<file path="config.mk">
export PLATFORM = sky130hd
export DESIGN_NAME = tron_tick_ctrl
export DESIGN_NICKNAME = d
export VERILOG_FILES = /design/src/rtl/tron_tick_ctrl.sv
export SDC_FILE = /design/constraint.sdc
export NUM_CORES = 1
export LEC_CHECK = 0
export CELL_PAD_IN_SITES_DETAIL_PLACEMENT = 1
export CELL_PAD_IN_SITES_GLOBAL_PLACEMENT = 1
export CORE_ASPECT_RATIO = 0.5
export CORE_MARGIN = 3
export CORE_UTILIZATION = 40
export DETAILED_ROUTE_END_ITERATION = 12
export PLACE_DENSITY = 0.85
export SETUP_SLACK_MARGIN = 0.2
export SLEW_MARGIN = 5
export SYNTH_ARGS = -nofsm -noshare
export SYNTH_HDL_FRONTEND = slang
export SYNTH_SLANG_ARGS = --single-unit
</file>
<file path="constraint.sdc">
create_clock -name clock -period 13 [get_ports clock]
set_clock_uncertainty 0.15 [all_clocks]
set_input_delay 2.6 -clock clock [delete_from_list [all_inputs] [get_ports clock]]
set_output_delay 2.6 -clock clock [all_outputs]
set_load 0.005 [all_outputs]
</file>
<file path="src/rtl/tron_tick_ctrl.sv">
// tron_tick_ctrl: per-frame game sequencer for the Tron playfield.
// On each frame tick it advances both cycle heads one cell, reads the new cells
// from the shared trace RAM, then either commits both traces or ends the game.
// It also clears the trace RAM at the start of each game.
// Optional build macro: TRON_WRAP_EN (playfield edges wrap instead of crashing).
module tron_tick_ctrl #(
  parameter int GRID_W  = 200,
  parameter int GRID_H  = 150,
  parameter int P1_X0   = 50,
  parameter int P2_X0   = 149,
  parameter int START_Y = 75,
  parameter int ADDR_W  = 15
) (
  input  logic              clock,
  input  logic              reset_L,
  input  logic              start,
  input  logic              tick,
  input  logic [1:0]        p1_dir,
  input  logic [1:0]        p2_dir,
  output logic              mem_we,
  output logic              mem_re,
  output logic [ADDR_W-1:0] mem_addr,
  output logic [1:0]        mem_wdata,
  input  logic [1:0]        mem_rdata,
  output logic [7:0]        p1_x,
  output logic [7:0]        p2_x,
  output logic [7:0]        p1_y,
  output logic [7:0]        p2_y,
  output logic              busy,
  output logic              game_over,
  output logic [1:0]        winner,
  output logic              tick_missed
);

  localparam int CELLS = GRID_W * GRID_H;

  typedef enum logic [3:0] {
    S_IDLE, S_CLEAR, S_INIT1, S_INIT2, S_PLAY,
    S_RD1, S_RD2, S_CHECK, S_WR1, S_WR2, S_OVER
  } state_t;

  typedef enum logic [1:0] {
    DIR_UP    = 2'd0,
    DIR_RIGHT = 2'd1,
    DIR_DOWN  = 2'd2,
    DIR_LEFT  = 2'd3
  } dir_t;

  // Signed 9-bit coordinate so that -1 and GRID_W are representable.
  typedef logic signed [8:0] coord_t;

  state_t            state, state_next;
  dir_t              p1_hdg, p2_hdg;          // committed headings
  dir_t              p1_hdg_cand, p2_hdg_cand; // headings latched on tick
  dir_t              p1_hdg_req, p2_hdg_req;   // requested heading after reversal filter
  coord_t            p1_cx, p1_cy, p2_cx, p2_cy; // candidate heads
  logic [ADDR_W-1:0] clr_addr;
  logic [ADDR_W-1:0] p1_addr, p2_addr;
  logic [1:0]        p1_data;
  logic              p1_oob, p2_oob, same_cell;
  logic              p1_crash, p2_crash;

  // A request for the exact opposite of the current heading is ignored.
  function automatic dir_t eff_heading(input dir_t cur, input logic [1:0] req);
    if (req == (cur ^ 2'b10)) return cur;
    return dir_t'(req);
  endfunction

  function automatic coord_t delta_x(input dir_t d);
    case (d)
      DIR_RIGHT: return 9'sd1;
      DIR_LEFT:  return -9'sd1;
      default:   return 9'sd0;
    endcase
  endfunction

  function automatic coord_t delta_y(input dir_t d);
    case (d)
      DIR_DOWN: return 9'sd1;
      DIR_UP:   return -9'sd1;
      default:  return 9'sd0;
    endcase
  endfunction

  function automatic coord_t step_x(input coord_t pos, input coord_t delta);
    coord_t r;
    r = pos + delta;
`ifdef TRON_WRAP_EN
    if (r < 9'sd0) r = coord_t'(GRID_W - 1);
    else if (r >= coord_t'(GRID_W)) r = 9'sd0;
`endif
    return r;
  endfunction

  function automatic coord_t step_y(input coord_t pos, input coord_t delta);
    coord_t r;
    r = pos + delta;
`ifdef TRON_WRAP_EN
    if (r < 9'sd0) r = coord_t'(GRID_H - 1);
    else if (r >= coord_t'(GRID_H)) r = 9'sd0;
`endif
    return r;
  endfunction

  function automatic logic out_of_bounds(input coord_t x, input coord_t y);
    return (x < 9'sd0) || (x >= coord_t'(GRID_W)) ||
           (y < 9'sd0) || (y >= coord_t'(GRID_H));
  endfunction

  function automatic logic [ADDR_W-1:0] cell_addr(input coord_t x, input coord_t y);
    return ADDR_W'($unsigned(y)) * ADDR_W'(GRID_W) + ADDR_W'($unsigned(x));
  endfunction

  assign p1_hdg_req = eff_heading(p1_hdg, p1_dir);
  assign p2_hdg_req = eff_heading(p2_hdg, p2_dir);
  assign p1_addr    = cell_addr(p1_cx, p1_cy);
  assign p2_addr    = cell_addr(p2_cx, p2_cy);
  assign p1_oob     = out_of_bounds(p1_cx, p1_cy);
  assign p2_oob     = out_of_bounds(p2_cx, p2_cy);
  assign same_cell  = (p1_cx == p2_cx) && (p1_cy == p2_cy);
  // Read data of an out-of-bounds candidate is never looked at: oob alone decides.
  // P2 data arrives in CHECK, so it is used straight from the RAM port.
  assign p1_crash   = p1_oob || (p1_data != 2'b00) || same_cell;
  assign p2_crash   = p2_oob || (mem_rdata != 2'b00) || same_cell;
  assign game_over  = (state == S_OVER);

  // State register.
  // NOTE: clocked state uses non-blocking (<=) so every flop samples pre-edge values.
  always_ff @(posedge clock or negedge reset_L) begin
    if (!reset_L) state <= S_IDLE;
    else          state <= state_next;
  end

  // Next-state and RAM port decode; start overrides every state.
  // NOTE: every output gets a default first so no path leaves one unassigned (no latch).
  always_comb begin
    state_next = state;
    mem_we     = 1'b0;
    mem_re     = 1'b0;
    mem_addr   = '0;
    mem_wdata  = 2'b00;
    busy       = 1'b1;
    case (state)
      S_IDLE: busy = 1'b0;
      S_CLEAR: begin
        mem_we   = 1'b1;
        mem_addr = clr_addr;
        if (clr_addr == ADDR_W'(CELLS - 1)) state_next = S_INIT1;
      end
      S_INIT1: begin
        mem_we     = 1'b1;
        mem_addr   = cell_addr(coord_t'(P1_X0), coord_t'(START_Y));
        mem_wdata  = 2'b01;
        state_next = S_INIT2;
      end
      S_INIT2: begin
        mem_we     = 1'b1;
        mem_addr   = cell_addr(coord_t'(P2_X0), coord_t'(START_Y));
        mem_wdata  = 2'b10;
        state_next = S_PLAY;
      end
      S_PLAY: begin
        busy = 1'b0;
        if (tick) state_next = S_RD1;
      end
      S_RD1: begin
        mem_re     = !p1_oob;
        mem_addr   = p1_oob ? '0 : p1_addr;
        state_next = S_RD2;
      end
      S_RD2: begin
        mem_re     = !p2_oob;
        mem_addr   = p2_oob ? '0 : p2_addr;
        state_next = S_CHECK;
      end
      S_CHECK: state_next = (p1_crash || p2_crash) ? S_OVER : S_WR1;
      S_WR1: begin
        mem_we     = 1'b1;
        mem_addr   = p1_addr;
        mem_wdata  = 2'b01;
        state_next = S_WR2;
      end
      S_WR2: begin
        mem_we     = 1'b1;
        mem_addr   = p2_addr;
        mem_wdata  = 2'b10;
        state_next = S_PLAY;
      end
      S_OVER: busy = 1'b0;
      default: begin
        busy       = 1'b0;
        state_next = S_IDLE;
      end
    endcase
    if (start) state_next = S_CLEAR;
  end

  // Game datapath: clear counter, candidates, captured read data, heads, winner.
  always_ff @(posedge clock or negedge reset_L) begin
    if (!reset_L) begin
      tick_missed <= 1'b0;
      winner      <= 2'b00;
      clr_addr    <= '0;
      p1_data     <= 2'b00;
      p1_x        <= 8'(P1_X0);
      p2_x        <= 8'(P2_X0);
      p1_y        <= 8'(START_Y);
      p2_y        <= 8'(START_Y);
      p1_hdg      <= DIR_RIGHT;
      p2_hdg      <= DIR_LEFT;
      p1_hdg_cand <= DIR_RIGHT;
      p2_hdg_cand <= DIR_LEFT;
      p1_cx       <= '0;
      p1_cy       <= '0;
      p2_cx       <= '0;
      p2_cy       <= '0;
    end else begin
      // A tick that collides with start is swallowed silently.
      tick_missed <= tick && busy && !start;
      if (start) begin
        winner   <= 2'b00;
        clr_addr <= '0;
        p1_x     <= 8'(P1_X0);
        p2_x     <= 8'(P2_X0);
        p1_y     <= 8'(START_Y);
        p2_y     <= 8'(START_Y);
        p1_hdg   <= DIR_RIGHT;
        p2_hdg   <= DIR_LEFT;
      end else begin
        case (state)
          S_CLEAR: clr_addr <= clr_addr + ADDR_W'(1);
          S_PLAY: if (tick) begin
            p1_hdg_cand <= p1_hdg_req;
            p2_hdg_cand <= p2_hdg_req;
            p1_cx <= step_x($signed({1'b0, p1_x}), delta_x(p1_hdg_req));
            p1_cy <= step_y($signed({1'b0, p1_y}), delta_y(p1_hdg_req));
            p2_cx <= step_x($signed({1'b0, p2_x}), delta_x(p2_hdg_req));
            p2_cy <= step_y($signed({1'b0, p2_y}), delta_y(p2_hdg_req));
          end
          S_RD2: p1_data <= mem_rdata;
          S_CHECK: if (p1_crash || p2_crash) winner <= {p1_crash, p2_crash};
          S_WR2: begin
            p1_x   <= p1_cx[7:0];
            p1_y   <= p1_cy[7:0];
            p2_x   <= p2_cx[7:0];
            p2_y   <= p2_cy[7:0];
            p1_hdg <= p1_hdg_cand;
            p2_hdg <= p2_hdg_cand;
          end
          default: ;
        endcase
      end
    end
  end

endmodule

</file>
# Word level (Yosys, flattened, before mapping)
# Index checks and enable logic that the tools add are counted.
[op_classes]
n_addsub = 7
mul = 2
n_lt_le_gt_ge = 8
n_eq_ne = 24
mux = 51
bitwise = 3
n_reduce_logical = 35
[op_table]
columns = ["operator", "n"]
rows = [
  ["2-to-1 mux 9 bit", 12],
  ["case mux 15 bit (7 select lines)", 1],
  ["case mux 9 bit (2 select lines)", 4],
  ["2-to-1 mux 8 bit", 8],
  ["2-to-1 mux 15 bit", 4],
  ["adder 9 bit", 4],
  [">= comparator 9 bit, second input constant", 4],
  ["less-than comparator 9 x 1 -> 1 bit, second input constant", 4],
  ["case mux 4 bit (9 select lines)", 1],
  ["adder 15 x 9 -> 15 bit", 2],
  ["multiplier 9 x 5 -> 12 bit, second input constant", 2],
  ["2-to-1 mux 2 bit", 12],
  ["equality test 9 bit", 2],
  ["equality test 4 x 3 -> 1 bit, second input constant", 4],
  ["adder 15 x 1 -> 15 bit, second input constant", 1],
  ["equality test 15 bit, second input constant", 1],
  ["equality test 4 bit, second input constant", 3],
  ["2-to-1 mux 4 bit", 3],
  ["nonzero test 2 bit", 6],
  ["logical OR 1 bit", 11],
  ["equality test 2 bit, second input constant", 4],
  ["equality test 4 x 2 -> 1 bit, second input constant", 2],
  ["OR reduction 8 bit", 1],
  ["!= test 3 bit, second input constant", 2],
  ["other kinds (16)", 32],
]
[word_totals]
regBits = 100
input_bits = 10
wordCells = 147

# Logic depth before layout (Yosys ltp)
[logic_depth]
depth_word = 10
ltp_mapped = 15
ltp_nobuf = 15

# Least setup slack after synthesis
# Ideal clock, no wire load.
[synth_timing]
path_kind = "reg2out"
startpoint = "reg p1_cy[3]"
endpoint = "out mem_addr[14]"
t_arrival_ns = 3.369
required_ns = 10.250
setup_slack_ns = 6.881
stages_incl_launch_ff = 14
path_buffers = 0
path_cell_list = "dfrtp_1 -> inv_1 -> ha_1 -> inv_1 -> ha_1 -> fa_1 -> ha_1 -> o21ai_0 -> o21ai_1 -> a221oi_2 -> nand3_2 -> nor3b_2 -> xnor3_1 -> o221ai_2"
[synth_via]
elab_chain_cells = 5
word_cells_on_any_way = 8
cone_classes = "add/sub (1); mul (1); order compare (2); mux (2); reduce/logical (2)"
[synth_rtl]
columns = ["element", "line", "rtl"]
rows = [
  ["start: declaration", "56", "coord_t p1_cx, p1_cy, p2_cx, p2_cy;"],
  ["start signal: assignment", "236", "p1_cy <= step_y($signed({1'b0, p1_y}), delta_y(p1_hdg_req));"],
  ["branches (longest 4 deep; another with adder 15 x 9 -> 15 bit)", "-", ""],
  ["case mux 15 bit (7 select lines) *", "143", "case (state)"],
  ["end: declaration", "22", "output logic [ADDR_W-1:0] mem_addr,"],
]
# Every way passes the cells marked *.

# Worst setup path in the final report
# Same ends and word-level chain as after synthesis.

==> impl_metrics.yaml <==
synthesis:
  syn_area_per_cell_um2: 8.894
  synth_compound_area_share_pct: 16.15
  synthesis.area_um2: 8129
  synth_top_area_share_pct: 24.32
  synthTopCellsByArea: "dfrtp_1 24%, ha_1 17%, dfstp_2 6.8%"
  synth_top_family_by_area: "adder cells"
  synthXorXnorAreaFrac_pct: 9.604
  synth-seq-cells: 100
  synth-edff-count: 0
  syn_nets: 1049
  yosys.area_share.simple_pct: 16.42
  netlist_instances: 914
  yosysSeqAreaShare_pct: 31.11
  synth_adder_area_share_pct: 20.53
  synth_top_area_cell: "dfrtp_1"
  synth.mux.area_fraction_pct: 1.755
  ys_types: 61
  ys_warn_count: 0
  ys.flop_type: "dfrtp_1"
  async_flop_share_pct: 100.0
power:
  peakVddDrop_mv: 0.05847
  p_leak_uw: 0.004534
  cellPowerDensity_nw_per_um2: 89.49
cts:
  tritoncts: "yes"
  cts_resized: 0
  h-tree-depth: 3
  postCtsHoldBufs: 0
  path_clk_slew_ps: 80
  clock-sinks: 100
  clockBufferDepth: 2
  root_buffer: "clkbuf_16"
  cts_buffers: 9
  worst_skew_pair.late_latency_ps: 370
  cts_post_setup_buffers_inserted: 0
placement:
  post-place-ws_ps: 5904
  gp_routability_congestion: 0.8880
  dp_hpwl_um: 19060
  io_buffers: 65
worst_setup_path:
  worstPathMaxFanout: 7
  crit_path_max_incr_delay_ps: 550
  crit_top_cell: "ha_1"
  cp_data_arrival_time_ps: 4820
  crit_type: "reg2out"
  start_kind: "flip-flop"
  critPathSlowestCell: "clkdlybuf4s50_1"
  crit_family: "adder cells"
  worstPathCellList: "inv_1 -> ha_1 -> inv_1 -> ha_1 -> fa_1 -> ha_1 -> o21ai_0 -> o21ai_1 -> a221oi_2 -> nand3_2 -> nor3b_2 -> xnor3_1 -> o221ai_2 -> clkdlybuf4s50_1"
  worst_setup_path_end_kind: "output pin"
  crit_required_ps: 10250
  critical_path_buf_inv_count: 3
timing:
  setup_viol: 0
  finalWorstSetupSlack_ps: 5429
  slew_headroom_pct: 47.22
  rsz0062_at_grt: "no"
  finalCritPeriodShare_pct: 58.24
  tns_ps: 0
  drv_slew: 0
  finalHoldViolCount: 0
  fmax_mhz: 132.1
  worstMarginPinSlew_ps: 791.7
  layout_min_cycle_time_ps: 7571
floorplanning:
  die_w_um: 207.6
  initial_core_util_pct: 41.30
  core_area_um2: 19680
  die_area_um2: 22170
  rows: 36
  die_h_um: 106.8
  ios: 66
grt:
  track_usage_pct: 23.43
  grt_first_pass_wirelength_um: 41360
  antenna_found_initial: 0
  first_global_vias: 7739
  overflow: 0
  grt_start_max_net_pins: 75
cells_and_area:
  synthToLayoutAreaGrowth_pct: 14.90
  drive_above_1_share_pct: 6.832
  finalNetCount: 1096
  antenna_cells: 0
run_status:
  status: "completed"
route:
  wl_per_cell_um: 20.69
  viasPerCell: 5.651
  remaining_drc_errors: 0
  ant_nets: 0
  num_vias: 6962
  firstDrtPassIters: 5
  drt_iter0_drc: 471
  wirelength_um: 25480
job:
  cap_violations: 0
hold_path:
  hold_path.class: "reg2reg"
## through the flow
step	std cells	area [um^2]	util [%]	total power (uW)	hold WS [ps]
floorplan	914	8129	-	454.9	299.7
global placement	1216	9015	45.80	516.7	313.8
detailed placement	1216	9015	45.80	526.8	324.9
CTS	1232	9340	47.45	840.4	335.8
global route	1232	9340	47.45	873.7	347.9
finish	1232	9340	47.45	835.8	332.0
## synth_stat cells, drive strengths merged, types with 12 or more instances
| cell | n |
|---|---|
| a21o | 18 |
| a21oi | 72 |
| clkbuf | 29 |
| dfrtp | 79 |
| dfstp | 21 |
| fa | 14 |
| ha | 111 |
| inv | 60 |
| nand2 | 140 |
| nand3 | 12 |
| nand3b | 16 |
| nor2 | 48 |
| nor2b | 13 |
| nor3 | 12 |
| o21ai | 65 |
| xnor2 | 52 |
| xor2 | 32 |
## state kept, by name, summed over array words and instances (netlist names), 8 cells and up
name      count
clr_addr     15
p1_cx         9
p1_cy         9
p1_x          8
p1_y          8
p2_cx         9
p2_cy         9
p2_x          8
p2_y          8
## layout by cell type (no fill, tap or decap), types with 3 or more instances in the layout
cell type / netlist / layout
nor2b_1: 13 / 13
nand4_1: 10 / 10
a221o_1: 5 / 5
o221ai_1: 6 / 6
inv_1: 60 / 60
ha_1: 111 / 111
clkbuf_16: 0 / 9
a21boi_0: 4 / 4
xnor2_1: 52 / 52
buf_4: 0 / 7
clkdlybuf4s50_1: 0 / 63
nor3_1: 12 / 12
o21ai_0: 64 / 64
nand3b_1: 16 / 16
mux2i_1: 3 / 3
and2_1: 2 / 3
mux2_2: 10 / 10
nand2b_1: 6 / 6
a211o_1: 5 / 5
dfstp_2: 21 / 21
nand2_1: 140 / 140
o21a_1: 6 / 6
and3_1: 7 / 7
nor2_1: 48 / 48
fa_1: 14 / 14
nand3_1: 11 / 11
a211oi_1: 3 / 3
or3_1: 3 / 3
o31ai_1: 9 / 9
dfrtp_1: 79 / 79
a21o_1: 17 / 17
xor2_1: 32 / 32
a21oi_1: 72 / 72
o21bai_1: 4 / 4
## cell type report
type,count,area (um^2)
clock buffers,10,229.0
flip-flops and latches,100,2529
inverters,60,225.2
repair buffers,71,688.2
clock inverters,6,96.34
multi-input cells,719,5240
well taps,266,332.8
fillers,2263,10340
## layer usage
| layer | global-route usage [%] | vias to the layer above | wire [um] |
|---|---|---|---|
| met1 | 29.39 | 3517 | 11490 |
| met3 | 4.648 | 53 | 972 |
| met4 | 7.934 | 0 | 818 |
| li1 | - | 3243 | - |
| met5 | 0 | - | 0 |
| met2 | 40.84 | 149 | 12210 |
## report_power, final
group          internal (uW)  switching [uW]
clock network            172             138
logic                   77.4             101
registers                322            24.8
total                    572             264
## worst min-delay path, stage by stage (launching register included)
cell     delay (ps)
dfstp_2         370
nand2_1          40
o21ai_0          70
## worst paths after layout
check,from,end,slack (ps),cells past startpoint
min,p2_hdg_cand[1]$_DFFE_PN1P_,p2_hdg_cand[1]$_DFFE_PN1P_,330,2
max reg2reg,p1_hdg[0]$_DFFE_PN1P_,p1_cy[8]$_DFFE_PN0P_,9630,11
min reg2reg,p2_hdg_cand[1]$_DFFE_PN1P_,p2_hdg_cand[1]$_DFFE_PN1P_,330,2
max in group asynchronous,reset_L,p2_x[6]$_DFFE_PN0P_,9430,2
max,p1_cy[3]$_DFFE_PN0P_,mem_addr[14],5430,14
min in group asynchronous,reset_L,clr_addr[9]$_DFFE_PN0P_,2070,1
## logic make-up after synthesis
family,after synthesis
flip-flops,100
XOR/XNOR,86
adder cells (fa/ha/maj),125
AND/OR/NAND/NOR,283
buffers and inverters,95
multiplexers,13
AO/OA/AOI/OAI,212
No activity file was read; power rests on OpenSTA's default activity.
